**src/rtl/mac_rx_gather_pkg.sv**
```systemverilog
// Shared word-format definitions for the MAC receive gather and transmit gearbox.
package mac_rx_gather_pkg;

    localparam int unsigned BEAT_W         = 64;
    localparam int unsigned BEATS_PER_WORD = 4;
    localparam int unsigned PAYLOAD_W      = BEAT_W * BEATS_PER_WORD;
    localparam int unsigned WORD_W         = 267;

    // Field positions inside a gathered packet word
    localparam int unsigned CNT_LSB = 256;
    localparam int unsigned CNT_W   = 5;
    localparam int unsigned SOP_BIT = 261;
    localparam int unsigned EOP_BIT = 262;
    localparam int unsigned ERR_BIT = 263;

    typedef enum logic {
        IDLE = 1'b0,
        BODY = 1'b1
    } rx_state_t;

    // Valid bytes minus one: 6-bit arithmetic, truncated to the 5-bit field
    function automatic logic [CNT_W-1:0] byte_count(input logic [2:0] beats,
                                                    input logic [2:0] empty);
        logic [5:0] total;
        total = {beats, 3'b000} - {3'b000, empty} - 6'd1;
        return total[CNT_W-1:0];
    endfunction

    function automatic logic [WORD_W-1:0] pack_word(input logic [PAYLOAD_W-1:0] payload,
                                                    input logic [CNT_W-1:0]     cnt,
                                                    input logic                 sop,
                                                    input logic                 eop,
                                                    input logic                 err);
        logic [WORD_W-1:0] word;
        word                           = '0;
        word[PAYLOAD_W-1:0]            = payload;
        word[CNT_LSB +: CNT_W]         = cnt;
        word[SOP_BIT]                  = sop;
        word[EOP_BIT]                  = eop;
        word[ERR_BIT]                  = err;
        return word;
    endfunction

endpackage

```
**src/rtl/mac_rx_gather.sv**
```systemverilog
// Gathers 64-bit MAC receive beats into 4-beat packet words with sop/eop/error
// flags and a byte count, held in a single output register for the packet FIFO.
module mac_rx_gather (
    input  logic         clock,
    input  logic         reset,
    input  logic [63:0]  rx_data,
    input  logic         rx_valid,
    input  logic         rx_sop,
    input  logic         rx_eop,
    input  logic [2:0]   rx_empty,
    input  logic         rx_error,
    output logic         rx_ready,
    input  logic         ddpPktFull,
    output logic         ddpPktPush,
    output logic [266:0] ddpPktDataIn,
    output logic [15:0]  rxDropCnt
);
    import mac_rx_gather_pkg::*;

    rx_state_t            state, state_nx;
    logic [1:0]           idx, idx_nx;
    logic [PAYLOAD_W-1:0] acc_data, acc_data_nx, lane_data;
    logic                 acc_err, acc_err_nx;
    logic                 acc_sop, acc_sop_nx;
    logic                 out_valid;
    logic [WORD_W-1:0]    out_word, emit_word;
    logic                 emit, drop, accept, push;
    logic [15:0]          drop_cnt;

    assign rx_ready     = ~out_valid | ~ddpPktFull;
    assign push         = out_valid & ~ddpPktFull;
    assign accept       = rx_valid & rx_ready;
    assign ddpPktPush   = push;
    assign ddpPktDataIn = out_word;
    assign rxDropCnt    = drop_cnt;

    // Next-state, accumulator update and word emission decode
    always_comb begin
        state_nx    = state;
        idx_nx      = idx;
        acc_data_nx = acc_data;
        acc_err_nx  = acc_err;
        acc_sop_nx  = acc_sop;
        lane_data   = acc_data;
        emit        = 1'b0;
        emit_word   = '0;
        drop        = 1'b0;

        if (accept) begin
            unique case (state)
                IDLE: begin
                    if (rx_sop) begin
                        lane_data = {{(PAYLOAD_W-BEAT_W){1'b0}}, rx_data};
                        if (rx_eop) begin
                            emit      = 1'b1;
                            emit_word = pack_word(lane_data, byte_count(3'd1, rx_empty),
                                                  1'b1, 1'b1, rx_error);
                        end else begin
                            state_nx    = BODY;
                            idx_nx      = 2'd1;
                            acc_data_nx = lane_data;
                            acc_err_nx  = rx_error;
                            acc_sop_nx  = 1'b1;
                        end
                    end else begin
                        drop = 1'b1;
                    end
                end
                BODY: begin
                    if (rx_sop) begin
                        // Unexpected sop: close the partial word as a bad packet
                        emit        = 1'b1;
                        emit_word   = pack_word(acc_data, byte_count({1'b0, idx}, 3'd0),
                                                acc_sop, 1'b1, 1'b1);
                        drop        = 1'b1;
                        state_nx    = IDLE;
                        idx_nx      = '0;
                        acc_data_nx = '0;
                        acc_err_nx  = 1'b0;
                        acc_sop_nx  = 1'b0;
                    end else begin
                        for (int unsigned k = 0; k < BEATS_PER_WORD; k++) begin
                            if (idx == k[1:0])
                                lane_data[k*BEAT_W +: BEAT_W] = rx_data;
                        end
                        if (idx == 2'd3 || rx_eop) begin
                            emit        = 1'b1;
                            emit_word   = pack_word(lane_data,
                                                    byte_count({1'b0, idx} + 3'd1,
                                                               rx_eop ? rx_empty : 3'd0),
                                                    acc_sop, rx_eop, acc_err | rx_error);
                            idx_nx      = '0;
                            acc_data_nx = '0;
                            acc_err_nx  = 1'b0;
                            acc_sop_nx  = 1'b0;
                            if (rx_eop)
                                state_nx = IDLE;
                        end else begin
                            idx_nx      = idx + 2'd1;
                            acc_data_nx = lane_data;
                            acc_err_nx  = acc_err | rx_error;
                        end
                    end
                end
                default: state_nx = IDLE;
            endcase
        end
    end

    // State, accumulator, output holding register and drop counter
    always_ff @(posedge clock) begin
        if (reset) begin
            state     <= IDLE;
            idx       <= '0;
            acc_data  <= '0;
            acc_err   <= 1'b0;
            acc_sop   <= 1'b0;
            out_valid <= 1'b0;
            out_word  <= '0;
            drop_cnt  <= '0;
        end else begin
            state    <= state_nx;
            idx      <= idx_nx;
            acc_data <= acc_data_nx;
            acc_err  <= acc_err_nx;
            acc_sop  <= acc_sop_nx;
            if (emit) begin
                out_valid <= 1'b1;
                out_word  <= emit_word;
            end else if (push) begin
                out_valid <= 1'b0;
            end
            if (drop && drop_cnt != 16'hFFFF)
                drop_cnt <= drop_cnt + 16'd1;
        end
    end

endmodule

```
**config.mk**
```make
export PLATFORM = sky130hd
export DESIGN_NAME = mac_rx_gather
export DESIGN_NICKNAME = d
export VERILOG_FILES = /design/src/rtl/mac_rx_gather_pkg.sv /design/src/rtl/mac_rx_gather.sv
export SDC_FILE = /design/constraint.sdc
export NUM_CORES = 1
export LEC_CHECK = 0
export ABC_AREA = 1
export CAP_MARGIN = 25
export CELL_PAD_IN_SITES_DETAIL_PLACEMENT = 0
export CELL_PAD_IN_SITES_GLOBAL_PLACEMENT = 1
export CORE_MARGIN = 3
export CORE_UTILIZATION = 39
export CTS_CLUSTER_SIZE = 28
export DETAILED_ROUTE_END_ITERATION = 10
export GPL_TIMING_DRIVEN = 0
export PLACE_DENSITY = 0.84
export SLEW_MARGIN = 10
export SYNTH_ARGS = -nofsm -noshare
export SYNTH_HDL_FRONTEND = slang
export SYNTH_SLANG_ARGS = --single-unit
```
**constraint.sdc**
```tcl
create_clock -name clock -period 3.4 [get_ports clock]
set_input_delay 1.02 -clock clock [delete_from_list [all_inputs] [get_ports clock]]
set_output_delay 1.02 -clock clock [all_outputs]
set_load 0.01 [all_outputs]
```
==> metrics.txt, run 1 <==
number of warnings reported in the yosys synthesis log=0; leading cell types by count after synthesis=1056 x sky130_fd_sc_hd__nand2_1, 774 x sky130_fd_sc_hd__o21ai_0, 542 x sky130_fd_sc_hd__dfxtp_1, 398 x sky130_fd_sc_hd__a21oi_1, 270 x sky130_fd_sc_hd__nor2_1; die width=265 um; vias per std cell=5.54; data required time at the worst endpoint=3.93 ns; number of enable flip-flop cells after synthesis=0; routability-driven placement congestion ratio=0.986; GRT Resource Usage Total=31.2%; standby leakage power=12.6 nW; post-layout minimum cycle time=3.25 ns; Post-CTS Setup Inserts=0; Max Fclk=308 MHz; reg-to-reg setup timing slack=0.43 ns; CTS buffer count=61; DIE AREA=70100 um^2; detailed-route wire length=115000 um; sequential cell area fraction in the yosys report=41.6%; Crit path max-delay family=buffers and inverters; via count=28900; slowest stage cell on the critical path=sky130_fd_sc_hd__clkbuf_1; DR iter-0 viols=3691; peak supply drop=0.403 mV; vertical die dimension=265 um; endpoint of the lowest-slack register-to-register path=acc_data[161]$_SDFFE_PP0P_; top-area cell type share of the netlist area=41.6%; overall power of the completed layout=16.4 mW; Layout Nets=4379; Rel. slew slack=26.6%; global-route wire length before repair=166000 um; Num Clock Sinks=542; worst-skew pair later-pin latency=0.66 ns; cell depth of the worst hold path=2; worst endpoint data arrival time=3.78 ns; number of iterations in the first detailed-routing pass=6; Worst Clk Skew=0.0124 ns; CTS H-tree depth=2; run status=complete, no violations; cell accounting for the most synthesized area=sky130_fd_sc_hd__dfxtp_1; setup violation total in the final timing report=0; number of distinct standard cells referenced by the synthesized netlist=34; Cell Rows=94; count leader, synth=sky130_fd_sc_hd__nand2_1; critical path peak fanout=10; Worst-path clk slew=0.06 ns; CP Cell Sequence=clkdlybuf4s50_1, nor2_1, nor2_1, inv_1, clkbuf_1, clkbuf_1, o21ai_0, nand2_1, a21oi_1; Setup crit end kind=flop; measured slew at the worst slew-check pin=1.10 ns; number of global-route vias before repair=26100; GRT overflow=0; slowest cell delay on critical path=0.74 ns; proportion of register bits with asynchronous set or reset after synthesis=0%; worst reg2reg startpoint=state$_SDFFE_PP0P_; period utilization=95.6%; antenna violations before repair=8; placed cell area=30700 um^2; ratio of cells with drive above 1 in the final layout=5.79%; Finished Cell Area=32900 um^2; root buf cell=sky130_fd_sc_hd__clkbuf_16; netlist area before placement=26100 um^2; total buffers and inverters traversed by the critical path=4; I/O pin total=359; HPWL reported at the end of detailed placement=84100 um; gate count of the mapped netlist=3877; DR DRC count=0; Clock Path Buffers=3; worst setup path category=in2reg; cell depth of the worst flop-to-flop path=10; area of the core region=66000 um^2; # port buffers=353; smallest setup slack after layout=0.151 ns; setup repair after global routing missed its margin=no; max-slew violation count=0; CTS tree=done; Critical Path Source Type=input pin; count of max-cap constraint violations=0; # resized after CTS=0; post-detailed-route wirelength per cell=22.1 um; worst slack, placed=-0.401 ns; Most used DFF post-synth=sky130_fd_sc_hd__dfxtp_1; Routed Antenna Nets=0; leading post-synthesis cells by cell area=sky130_fd_sc_hd__dfxtp_1 42%, sky130_fd_sc_hd__nand2_1 15%, sky130_fd_sc_hd__o21ai_0 15%; synthesized area per cell=6.73 um^2; pin count of the biggest net entering global routing=17; layout overhead on the synthesized area=26.1%; end of the worst hold path=ddpPktDataIn[139]$_SDFFE_PP0P_; Worst Hold Slack=0.464 ns; flip-flop and latch count after synthesis=542; hold path startpoint=ddpPktDataIn[139]$_SDFFE_PP0P_; Hold Violations, Final=0; number of hold-repair buffers added at the cts stage=0; starting utilization of the core area=39.6%; Fin Setup TNS=0 ns; worst min-delay path category=reg2reg; power density cells=497 nW/um^2
## registers in the layout, summed over array words and instances, names as in the netlist
name,cells
acc_sop,1
acc_data,256
acc_err,1
rxDropCnt,16
ddpPktDataIn,264
out_valid,1
idx,2
state,1
## final cells by class
type                    instances  area [um^2]
well taps                     864         1080
diodes                          1         2.50
plain buffers                 331         1490
fillers                      6679        33100
multi-input cells            2787        12900
clock inverters                32          395
inverters                     219          822
clock buffers                  84         1760
repair buffers                356         3570
flip-flops and latches        542        10900
## through the flow
stage	utilization, %	std cells
2_1_floorplan	-	3879
3_3_place_gp	46.6	5096
3_5_place_dp	46.6	5098
4_1_cts	49.9	5214
5_1_grt	49.9	5215
6_report	49.9	5216
## worst max path at each step
stage | start | end | slack (ns) | depth (start not counted)
global route | ddpPktFull | rx_ready | 0.10 | 3
finish | rx_eop | ddpPktDataIn[125]$_SDFFE_PP0P_ | 0.15 | 9
detailed placement | rx_sop | acc_data[3]$_SDFFE_PP0P_ | -0.40 | 10
CTS | ddpPktFull | rx_ready | 0.12 | 3
floorplan | rx_sop | rxDropCnt[11]$_SDFFE_PP0P_ | 0.64 | 10
global placement | rx_eop | ddpPktDataIn[125]$_SDFFE_PP0P_ | -0.40 | 9
## cells in the final DEF, fill, tap and decap left out, types with 2 or more instances in the layout
master and n:
sky130_fd_sc_hd__a21oi_1 398, sky130_fd_sc_hd__a31oi_1 3, sky130_fd_sc_hd__buf_1 18, sky130_fd_sc_hd__buf_2 90
sky130_fd_sc_hd__buf_4 33, sky130_fd_sc_hd__buf_6 2, sky130_fd_sc_hd__buf_8 2, sky130_fd_sc_hd__bufinv_16 8
sky130_fd_sc_hd__clkbuf_1 195, sky130_fd_sc_hd__clkbuf_16 61, sky130_fd_sc_hd__clkbuf_2 2, sky130_fd_sc_hd__clkbuf_8 15
sky130_fd_sc_hd__clkdlybuf4s50_1 353, sky130_fd_sc_hd__clkinv_2 18, sky130_fd_sc_hd__conb_1 3, sky130_fd_sc_hd__dfxtp_1 542
sky130_fd_sc_hd__ha_1 7, sky130_fd_sc_hd__inv_1 215, sky130_fd_sc_hd__inv_2 4, sky130_fd_sc_hd__inv_6 2
sky130_fd_sc_hd__nand2_1 1056, sky130_fd_sc_hd__nand2_2 2, sky130_fd_sc_hd__nand3_1 51, sky130_fd_sc_hd__nand4_1 5
sky130_fd_sc_hd__nor2_1 270, sky130_fd_sc_hd__nor2_2 2, sky130_fd_sc_hd__nor3_1 2, sky130_fd_sc_hd__o211a_1 80
sky130_fd_sc_hd__o21a_1 28, sky130_fd_sc_hd__o21ai_0 774, sky130_fd_sc_hd__o21ai_1 34, sky130_fd_sc_hd__o22ai_1 56
sky130_fd_sc_hd__or2_2 3, sky130_fd_sc_hd__xnor2_1 3, sky130_fd_sc_hd__xor2_1 4
## logic make-up (layout without fill, tap and decap cells)
group	count (synthesis)	after routing	synth area share, %
flops	542	542	41.6
other cells	1	4	0.0144
buf+inv	550	1022	8.85
xor+xnor	7	7	0.235
fa+ha+maj	7	7	0.336
compound gates	1375	1375	28.5
simple gates	1395	1395	20.5
## worst min-delay path: stages, from the launching register on
cell                      delay (ns)
sky130_fd_sc_hd__dfxtp_1        0.31
sky130_fd_sc_hd__nand2_1        0.06
sky130_fd_sc_hd__a21oi_1        0.05
## per-layer routing
layer / GRT usage [%] / vias to the layer above / routed length [um]
li1: - / 13700 / -
met1: 41.4 / 13500 / 47200
met2: 48.2 / 1460 / 50200
met3: 6.25 / 299 / 11100
met4: 16.3 / 8 / 6680
met5: 0 / - / 42
## report_power, final
group          total (mW)  switching (mW)  internal (mW)
registers            6.82           0.177           6.65
clock network        7.18            2.94           4.24
logic                2.36            1.62          0.745
Note: power is estimated with default switching activity, not from simulation.
==> run 2, diff against run 1 <==
--- a/config.mk
+++ b/config.mk
@@ -5,16 +5,15 @@
 export SDC_FILE = /design/constraint.sdc
 export NUM_CORES = 1
 export LEC_CHECK = 0
-export ABC_AREA = 1
 export CAP_MARGIN = 25
 export CELL_PAD_IN_SITES_DETAIL_PLACEMENT = 0
 export CELL_PAD_IN_SITES_GLOBAL_PLACEMENT = 1
 export CORE_MARGIN = 3
-export CORE_UTILIZATION = 39
+export CORE_UTILIZATION = 40
 export CTS_CLUSTER_SIZE = 28
 export DETAILED_ROUTE_END_ITERATION = 10
 export GPL_TIMING_DRIVEN = 0
-export PLACE_DENSITY = 0.84
+export PLACE_DENSITY = 0.83
 export SLEW_MARGIN = 10
 export SYNTH_ARGS = -nofsm -noshare
 export SYNTH_HDL_FRONTEND = slang
==> run 2 against run 1 <==
  * Utilization grew 2.9 points
  * Sequential share of layout area grew 4.0 points
  * Clock skew increased by 0.017 ns
  * Cell area shrank 11%
  * Synthesized cell count is 32% lower
  * Setup slack lost 0.064 ns
  * First-iteration DRC count shrank 45%
  * Sequential cell count unchanged
  * Hold slack got worse by 0.011 ns
  * Clock-buffer cell count is 5 higher
  * Cell count down 26%
  * Critical path type unchanged
  * Critical endpoint is now ddpPktDataIn[115]$_SDFFE_PP0P_
  * Highest routed layer is now met4
==> metrics.txt, run 2 <==
area of the core region=55600 um^2 (was 66000 um^2); routability-driven placement congestion ratio=0.922 (was 0.986); Max Fclk=302 MHz (was 308 MHz); number of warnings reported in the yosys synthesis log=0 (unchanged); smallest setup slack after layout=0.0871 ns (was 0.151 ns); setup repair after global routing missed its margin=no (unchanged); layout overhead on the synthesized area=29.2% (was 26.1%); antenna violations before repair=1 (was 8); worst slack, placed=-1.53 ns (was -0.401 ns); cell depth of the worst flop-to-flop path=7 (was 10); leading cell types by count after synthesis=542 x sky130_fd_sc_hd__dfxtp_1, 281 x sky130_fd_sc_hd__nor2_1, 250 x sky130_fd_sc_hd__a21oi_1, 228 x sky130_fd_sc_hd__a21boi_0, 222 x sky130_fd_sc_hd__o21ai_0 (was 1056 x sky130_fd_sc_hd__nand2_1, 774 x sky130_fd_sc_hd__o21ai_0, 542 x sky130_fd_sc_hd__dfxtp_1, 398 x sky130_fd_sc_hd__a21oi_1, 270 x sky130_fd_sc_hd__nor2_1); Routed Antenna Nets=0 (unchanged); worst reg2reg startpoint=idx[0]$_SDFFE_PP0P_ (was state$_SDFFE_PP0P_); vias per std cell=5.77 (was 5.54); standby leakage power=9.75 nW (was 12.6 nW); Layout Nets=3121 (was 4379); Most used DFF post-synth=sky130_fd_sc_hd__dfxtp_1 (unchanged); worst setup path category=in2reg (unchanged); starting utilization of the core area=40.9% (was 39.6%); GRT Resource Usage Total=29.2% (was 31.2%); via count=22100 (was 28900); reg-to-reg setup timing slack=0.31 ns (was 0.43 ns); DIE AREA=59800 um^2 (was 70100 um^2); part of the total power dissipated in sequential elements=45.0% (was 41.7%); GRT overflow=0 (unchanged); launching element of the worst setup path=ddpPktFull (was rx_eop); Worst Clk Skew=0.0293 ns (was 0.0124 ns); proportion of register bits with asynchronous set or reset after synthesis=0% (unchanged); Cell Rows=86 (was 94); global-route wire length before repair=134000 um (was 166000 um); most frequent standard cell in the layout excluding fill and tap cells=sky130_fd_sc_hd__dfxtp_1 (was sky130_fd_sc_hd__nand2_1); gate count of the mapped netlist=2620 (was 3877); cell accounting for the most synthesized area=sky130_fd_sc_hd__dfxtp_1 (unchanged); count leader, synth=sky130_fd_sc_hd__dfxtp_1 (was sky130_fd_sc_hd__nand2_1); post-detailed-route wirelength per cell=23.7 um (was 22.1 um); netlist area before placement=22700 um^2 (was 26100 um^2); Critical Path Sink=ddpPktDataIn[115]$_SDFFE_PP0P_ (was ddpPktDataIn[125]$_SDFFE_PP0P_); Setup crit end kind=flop (unchanged); Worst-path clk slew=0.06 ns (about the same); post-layout minimum cycle time=3.31 ns (was 3.25 ns); XOR/XNOR Fraction of Synth Area=0.116% (was 0.235%); Internal=10.8 mW (was 11.6 mW); Critical Path Source Type=input pin (unchanged); vertical die dimension=244 um (was 265 um); number of global-route vias before repair=21400 (was 26100); max-slew violation count=0 (unchanged); ratio of cells with drive above 1 in the final layout=6.96% (was 5.79%); flip-flop and latch count after synthesis=542 (unchanged); number of distinct standard cells referenced by the synthesized netlist=59 (was 34); setup violation total in the final timing report=0 (unchanged); number of iterations in the first detailed-routing pass=5 (was 6); mux cell area share after synthesis=0.149% (was 0%); combinational share of power=8.0% (was 14.4%); Clock Path Buffers=3 (unchanged); I/O pin total=359 (unchanged); HPWL reported at the end of detailed placement=66800 um (was 84100 um); # port buffers=352 (was 353); fraction of power spent switching nets=24.7% (was 29.0%); simple-gate share of the synthesized area=16.9% (was 20.5%); synthesized area per cell=8.68 um^2 (was 6.73 um^2); top-area cell type share of the netlist area=47.7% (was 41.6%); Switching Power=3.56 mW (was 4.74 mW); worst endpoint data arrival time=3.86 ns (was 3.78 ns); synthesized-area fraction occupied by ao, oa, aoi and oai cells=29.4% (was 28.5%); Largest register FFs=264 (unchanged); worst min-delay path category=reg2reg (unchanged); most frequent cells in the layout=542 x sky130_fd_sc_hd__dfxtp_1, 352 x sky130_fd_sc_hd__clkdlybuf4s50_1, 281 x sky130_fd_sc_hd__nor2_1 (was 1056 x sky130_fd_sc_hd__nand2_1, 774 x sky130_fd_sc_hd__o21ai_0, 542 x sky130_fd_sc_hd__dfxtp_1); relative contribution of the clock network to total power=47.0% (was 43.9%); count of max-cap constraint violations=0 (unchanged); worst-skew pair later-pin latency=0.64 ns (was 0.66 ns); Worst Hold Slack=0.453 ns (was 0.464 ns); main combinational cell family by area after synthesis=compound AO/OA/AOI/OAI gates (unchanged); die width=244 um (was 265 um); number of hold-repair buffers added at the cts stage=0 (unchanged); measured slew at the worst slew-check pin=1.12 ns (was 1.10 ns); leading post-synthesis cells by cell area=sky130_fd_sc_hd__dfxtp_1 48%, sky130_fd_sc_hd__a21boi_0 7.5%, sky130_fd_sc_hd__a21oi_1 5.5% (was sky130_fd_sc_hd__dfxtp_1 42%, sky130_fd_sc_hd__nand2_1 15%, sky130_fd_sc_hd__o21ai_0 15%); data required time at the worst endpoint=3.95 ns (was 3.93 ns); run status=complete, no violations (unchanged); sequential cell area fraction in the yosys report=47.7% (was 41.6%); DR iter-0 viols=2017 (was 3691); Hold Violations, Final=0 (unchanged); detailed-route wire length=91000 um (was 115000 um); endpoint of the lowest-slack register-to-register path=ddpPktDataIn[41]$_SDFFE_PP0P_ (was acc_data[161]$_SDFFE_PP0P_); root buf cell=sky130_fd_sc_hd__clkbuf_16 (unchanged); number of enable flip-flop cells after synthesis=0 (unchanged); overall power of the completed layout=14.4 mW (was 16.4 mW); Post-CTS Setup Inserts=0 (unchanged); critical path peak fanout=10 (unchanged); Post-Synth Adder-Cell Area=0.385% (was 0.336%); CTS H-tree depth=2 (unchanged); DR DRC count=0 (unchanged); Num Clock Sinks=542 (unchanged); peak supply drop=0.431 mV (was 0.403 mV); utilization after layout=52.8% (was 49.9%); CTS buffer count=58 (was 61); non-filler cells, final=3837 (was 5216); placed cell count=3729 (was 5098); power density cells=491 nW/um^2 (was 497 nW/um^2); CTS tree=done (unchanged); period utilization=97.4% (was 95.6%); pin count of the biggest net entering global routing=18 (was 17); Rel. slew slack=25.2% (was 26.6%)
run 2: cell count changes in the layout (fill, tap and decap cells not counted), sizes merged, moves of 44 or more:
cell	delta
nand3	-44
o21ai	-569
o211a	-80
inv	-216
a21boi	+229
a21oi	-145
o22ai	-55
and2	+128
buf	-51
nor3b	+59
a22o	+64
a32oi	+128
nand2	-857
run 2: worst min-delay path by stage:
| stage | cells past startpoint | start | endpoint |
|---|---|---|---|
| floorplan | 1 | acc_data[192]$_SDFFE_PP0P_ | acc_data[192]$_SDFFE_PP0P_ |
| global placement | 1 | acc_data[241]$_SDFFE_PP0P_ | acc_data[241]$_SDFFE_PP0P_ |
| detailed placement | 1 | acc_data[194]$_SDFFE_PP0P_ | acc_data[194]$_SDFFE_PP0P_ |
| CTS | 1 | acc_data[251]$_SDFFE_PP0P_ | acc_data[251]$_SDFFE_PP0P_ |
| global route | 2 | ddpPktDataIn[65]$_SDFFE_PP0P_ | ddpPktDataIn[65]$_SDFFE_PP0P_ |
| finish | 1 | acc_data[193]$_SDFFE_PP0P_ | acc_data[193]$_SDFFE_PP0P_ |
run 2: timing repair:
item / 4_1_cts / 5_1_grt
setup endpoints to repair: 263 / 50
pin swaps: 0 / 1
resized for setup: 3 / 3
run 2: logic make-up after synthesis:
family                   after synthesis
AO/OA/AOI/OAI                       1005
AND/OR/NAND/NOR                      790
flip-flops                           542
buffers and inverters                269
adder cells (fa/ha/maj)                7
XOR/XNOR                               3
multiplexers                           3
other                                  1
run 2: worst max-delay path, stage by stage:
cell                              delay [ns]
sky130_fd_sc_hd__clkdlybuf4s50_1        0.53
sky130_fd_sc_hd__a21bo_4                0.31
sky130_fd_sc_hd__nor2_1                 0.21
sky130_fd_sc_hd__clkbuf_1               0.85
sky130_fd_sc_hd__clkbuf_1               0.45
sky130_fd_sc_hd__o21ai_0                0.29
sky130_fd_sc_hd__a21oi_1                0.19
run 2: routing by layer:
metal / global-route usage, % / up-vias / share of wire, %
li1: - / 10200 / -
met1: 38.0 / 10800 / 42
met2: 47.5 / 953 / 46
met3: 5.50 / 172 / 7.8
met4: 12.2 / 0 / 4.2
met5: 0 / - / 0
run 2: layout make-up:
class                   instances  area, um^2
fillers                      5177       26300
flip-flops and latches        542       10900
multi-input cells            1811       10700
repair buffers                359        3610
clock buffers                  89        1750
plain buffers                 262        1200
well taps                     748         936
clock inverters                18         297
inverters                       6        25.0
diodes                          2        5.00
run 2: stage by stage:
step                cell area (um^2)  TNS [ns]
global route                   29400         0
finish                         29400         0
floorplan                      22800         0
CTS                            29400         0
global placement               27200   -397.10
detailed placement             27300   -354.52
run 2: power by group through the flow:
stage                     Clock [mW]  Sequential (mW)  Combinational, mW
after CTS                       6.81             6.48               1.13
final                           6.77             6.48               1.16
after floorplan                    0             6.62              0.519
after global routing            7.07             6.49               1.22
after detailed placement           0             6.62               1.13
after global placement             0             6.62               1.11
==> variant (config.mk and constraints of run 2) <==
`acc_data` no longer has a reset.
--- a/src/rtl/mac_rx_gather.sv
+++ b/src/rtl/mac_rx_gather.sv
@@ -112,7 +112,6 @@
         if (reset) begin
             state     <= IDLE;
             idx       <= '0;
-            acc_data  <= '0;
             acc_err   <= 1'b0;
             acc_sop   <= 1'b0;
             out_valid <= 1'b0;
@@ -121,7 +120,6 @@
         end else begin
             state    <= state_nx;
             idx      <= idx_nx;
-            acc_data <= acc_data_nx;
             acc_err  <= acc_err_nx;
             acc_sop  <= acc_sop_nx;
             if (emit) begin
@@ -135,5 +133,9 @@
         end
     end
 
+    always_ff @(posedge clock) begin
+        acc_data <= acc_data_nx;
+    end
+
 endmodule
 
Check against the original RTL: not settled (the Yosys comparison gave no result); the edit may change what the design does.
==> variant against run 2 <==
Total power increased by 2.4%. Non-clock buffer count decreased by 29. Register-to-register slack improved by 100 ps. Clock power decreased by 6.6%. Count of clock-buffer cells in the layout decreased by 1. Synthesized cell count decreased by 15%. Utilization decreased by 0.094 points. Design area increased by 4.5%. Critical path depth unchanged. Setup slack improved by 46 ps. Maximum frequency increased by 1.4%. Synthesized area increased by 4.7%. Wire length decreased by 9.4%. Sequential cell count unchanged. Critical path type unchanged. Largest cell class unchanged. Largest power group is now registers.
==> variant: results (changes against run 2) <==
stage;metric;value;unit;change
worst_setup_path;rrSetupSlack;410;ps;was 310 ps
placement;gp_congestion;0.8306;;was 0.9217
grt;grt_pass1_wl;123000;um;was 133800 um
layout;diodes;0;;was 2
power;power.leakage;0.01030;uW;was 0.009750 uW
worst_setup_path;reg2reg_to;ddpPktDataIn[98]$_SDFFE_PP0P_;;was ddpPktDataIn[41]$_SDFFE_PP0P_
synthesis;yosys.area_share.xor_xnor;0.0007358;;was 0.001155
worst_setup_path;arrival;3730;ps;was 3860 ps
layout;largest_register_ffs;264;;unchanged
timing;skew;24.09;ps;was 29.29 ps
synthesis;synth_common_cells;286 x dfxtp_1, 256 x edfxtp_1, 179 x nor2_1;;was 542 x dfxtp_1, 281 x nor2_1, 250 x a21oi_1
synthesis;yosys-top-cells-area;edfxtp_1 32%, dfxtp_1 24%, mux2i_1 5.4%, a22oi_1 5.2%, o2bb2ai_1 4.7%;;was dfxtp_1 48%, a21boi_0 7.5%, a21oi_1 5.5%, a32oi_1 4.9%, o21ai_0 4.9%
layout;fill_cells;5060;;was 5177
route;wire_per_inst;23.72;um;was 23.73 um
worst_setup_path;reg2regPathDepth;8;;was 7
synthesis;synth_compound_area_frac;0.2169;;was 0.2937
route;drt_iter0_markers;1670;;was 2017
layout;layout.nets;2744;;was 3121
grt;grt.total_usage;0.2538;;was 0.2917
placement;dp_hpwl;59140;um;was 66810 um
placement;placed_area;28770;um2;was 27310 um2
layout;drive_gt1_frac;0.06416;;was 0.06965
grt;grt_pass1_vias;19693;;was 21.38k
synthesis;synthDistinctLibCells;48;;was 59
synthesis;muxShareOfSynthArea;0.05471;;was 0.001485
clocking;insertion_delay;620;ps;was 640 ps
worst_setup_path;critPathLaunch;rx_eop;;was ddpPktFull
route;drt-pass1-iter-count;6;;was 5
status;status;complete, no violations;;unchanged
timing;worst_pin_slew;1072;ps;was 1122 ps
worst_setup_path;crit_slowest_cell;clkbuf_2;;was clkbuf_1
placement;portBuffers;354;;was 352
worst_setup_path;critical_path.max_stage_delay;570;ps;was 850 ps
worst_setup_path;worstSetupEndpoint;ddpPktDataIn[130]$_SDFFE_PP0P_;;was ddpPktDataIn[115]$_SDFFE_PP0P_
grt;grt_max_degree;21;;was 18
clocking;clock_path_buffers;3;;unchanged
clocking;numCtsBuffers;57;;was 58
power;p_per_area;480.8;nW/um2;was 490.5 nW/um2
power;ir_drop;0.0003835;V;was 0.0004310 V
## variant: per-layer routing
metal / vias to the layer above / wire length, um / global-route usage
met4: 0 / 3094 / 0.09593
li1: 9262 / - / -
met3: 154 / 6683 / 0.05138
met2: 880 / 38430 / 0.4090
met1: 10033 / 34280 / 0.3377
met5: - / 0 / 0
## variant: how the worst min path moves through the flow
stage	startpoint	endpoint	slack, ps	depth (start not counted)
floorplan	acc_err$_SDFFE_PP0P_	acc_err$_SDFFE_PP0P_	440	2
global placement	ddpPktDataIn[135]$_SDFFE_PP0P_	ddpPktDataIn[135]$_SDFFE_PP0P_	440	1
detailed placement	ddpPktDataIn[160]$_SDFFE_PP0P_	ddpPktDataIn[160]$_SDFFE_PP0P_	450	1
CTS	ddpPktDataIn[243]$_SDFFE_PP0P_	ddpPktDataIn[243]$_SDFFE_PP0P_	460	2
global route	ddpPktDataIn[89]$_SDFFE_PP0P_	ddpPktDataIn[89]$_SDFFE_PP0P_	480	1
finish	ddpPktDataIn[243]$_SDFFE_PP0P_	ddpPktDataIn[243]$_SDFFE_PP0P_	450	2
## variant: cells by family after synthesis
kind of cell	count (synthesis)
compound gates	738
xor+xnor	2
fa+ha+maj	7
buf+inv	224
flops	542
mux	130
other cells	1
simple gates	581
## variant: what timing repair did
action	CTS	global route
pin swaps	1	0
gates resized for setup	4	9
hold endpoints to repair	0	0
setup endpoints to repair	214	154
setup buffers	2	0
## variant: metrics by stage
| stage | hold slack [ps] | worst slack [ps] | util | cells |
|---|---|---|---|---|
| after CTS | 458.6 | -24.10 | 0.5269 | 3478 |
| final | 453.7 | 133.0 | 0.5272 | 3477 |
| after floorplan | 439.0 | -4912 | - | 2227 |
| after global placement | 444.8 | -8500 | 0.4872 | 3346 |
| after global routing | 476.5 | 66.05 | 0.5272 | 3477 |
| after detailed placement | 445.7 | -1147 | 0.4939 | 3368 |
## variant: report_power, final
part,switching (uW),internal (uW)
Clock,2660,3670
Sequential,105,7000
Combinational,816,515
Total,3580,11200
## variant: layout make-up
class / count / area [um2] / share of cell area
Inverter: 9 / 46.29 / 0.001508
Multi-Input combinational cell: 1461 / 9559 / 0.3113
Clock inverter: 20 / 162.7 / 0.005297
Timing Repair Buffer: 378 / 3934 / 0.1281
Buffer: 214 / 895.9 / 0.02918
Tap cell: 765 / 957.2 / 0.03117
Sequential cell: 542 / 13410 / 0.4368
Clock buffer: 88 / 1738 / 0.05660
## variant: worst register-to-register path: stages, from the launching register on
cell and delay [ps]:
dfxtp_1 430, ha_1 350, nor2_2 170, clkbuf_2 280, o21ai_2 590, buf_8 240, clkbuf_1 470, a22oi_1 220
o2bb2ai_1 180
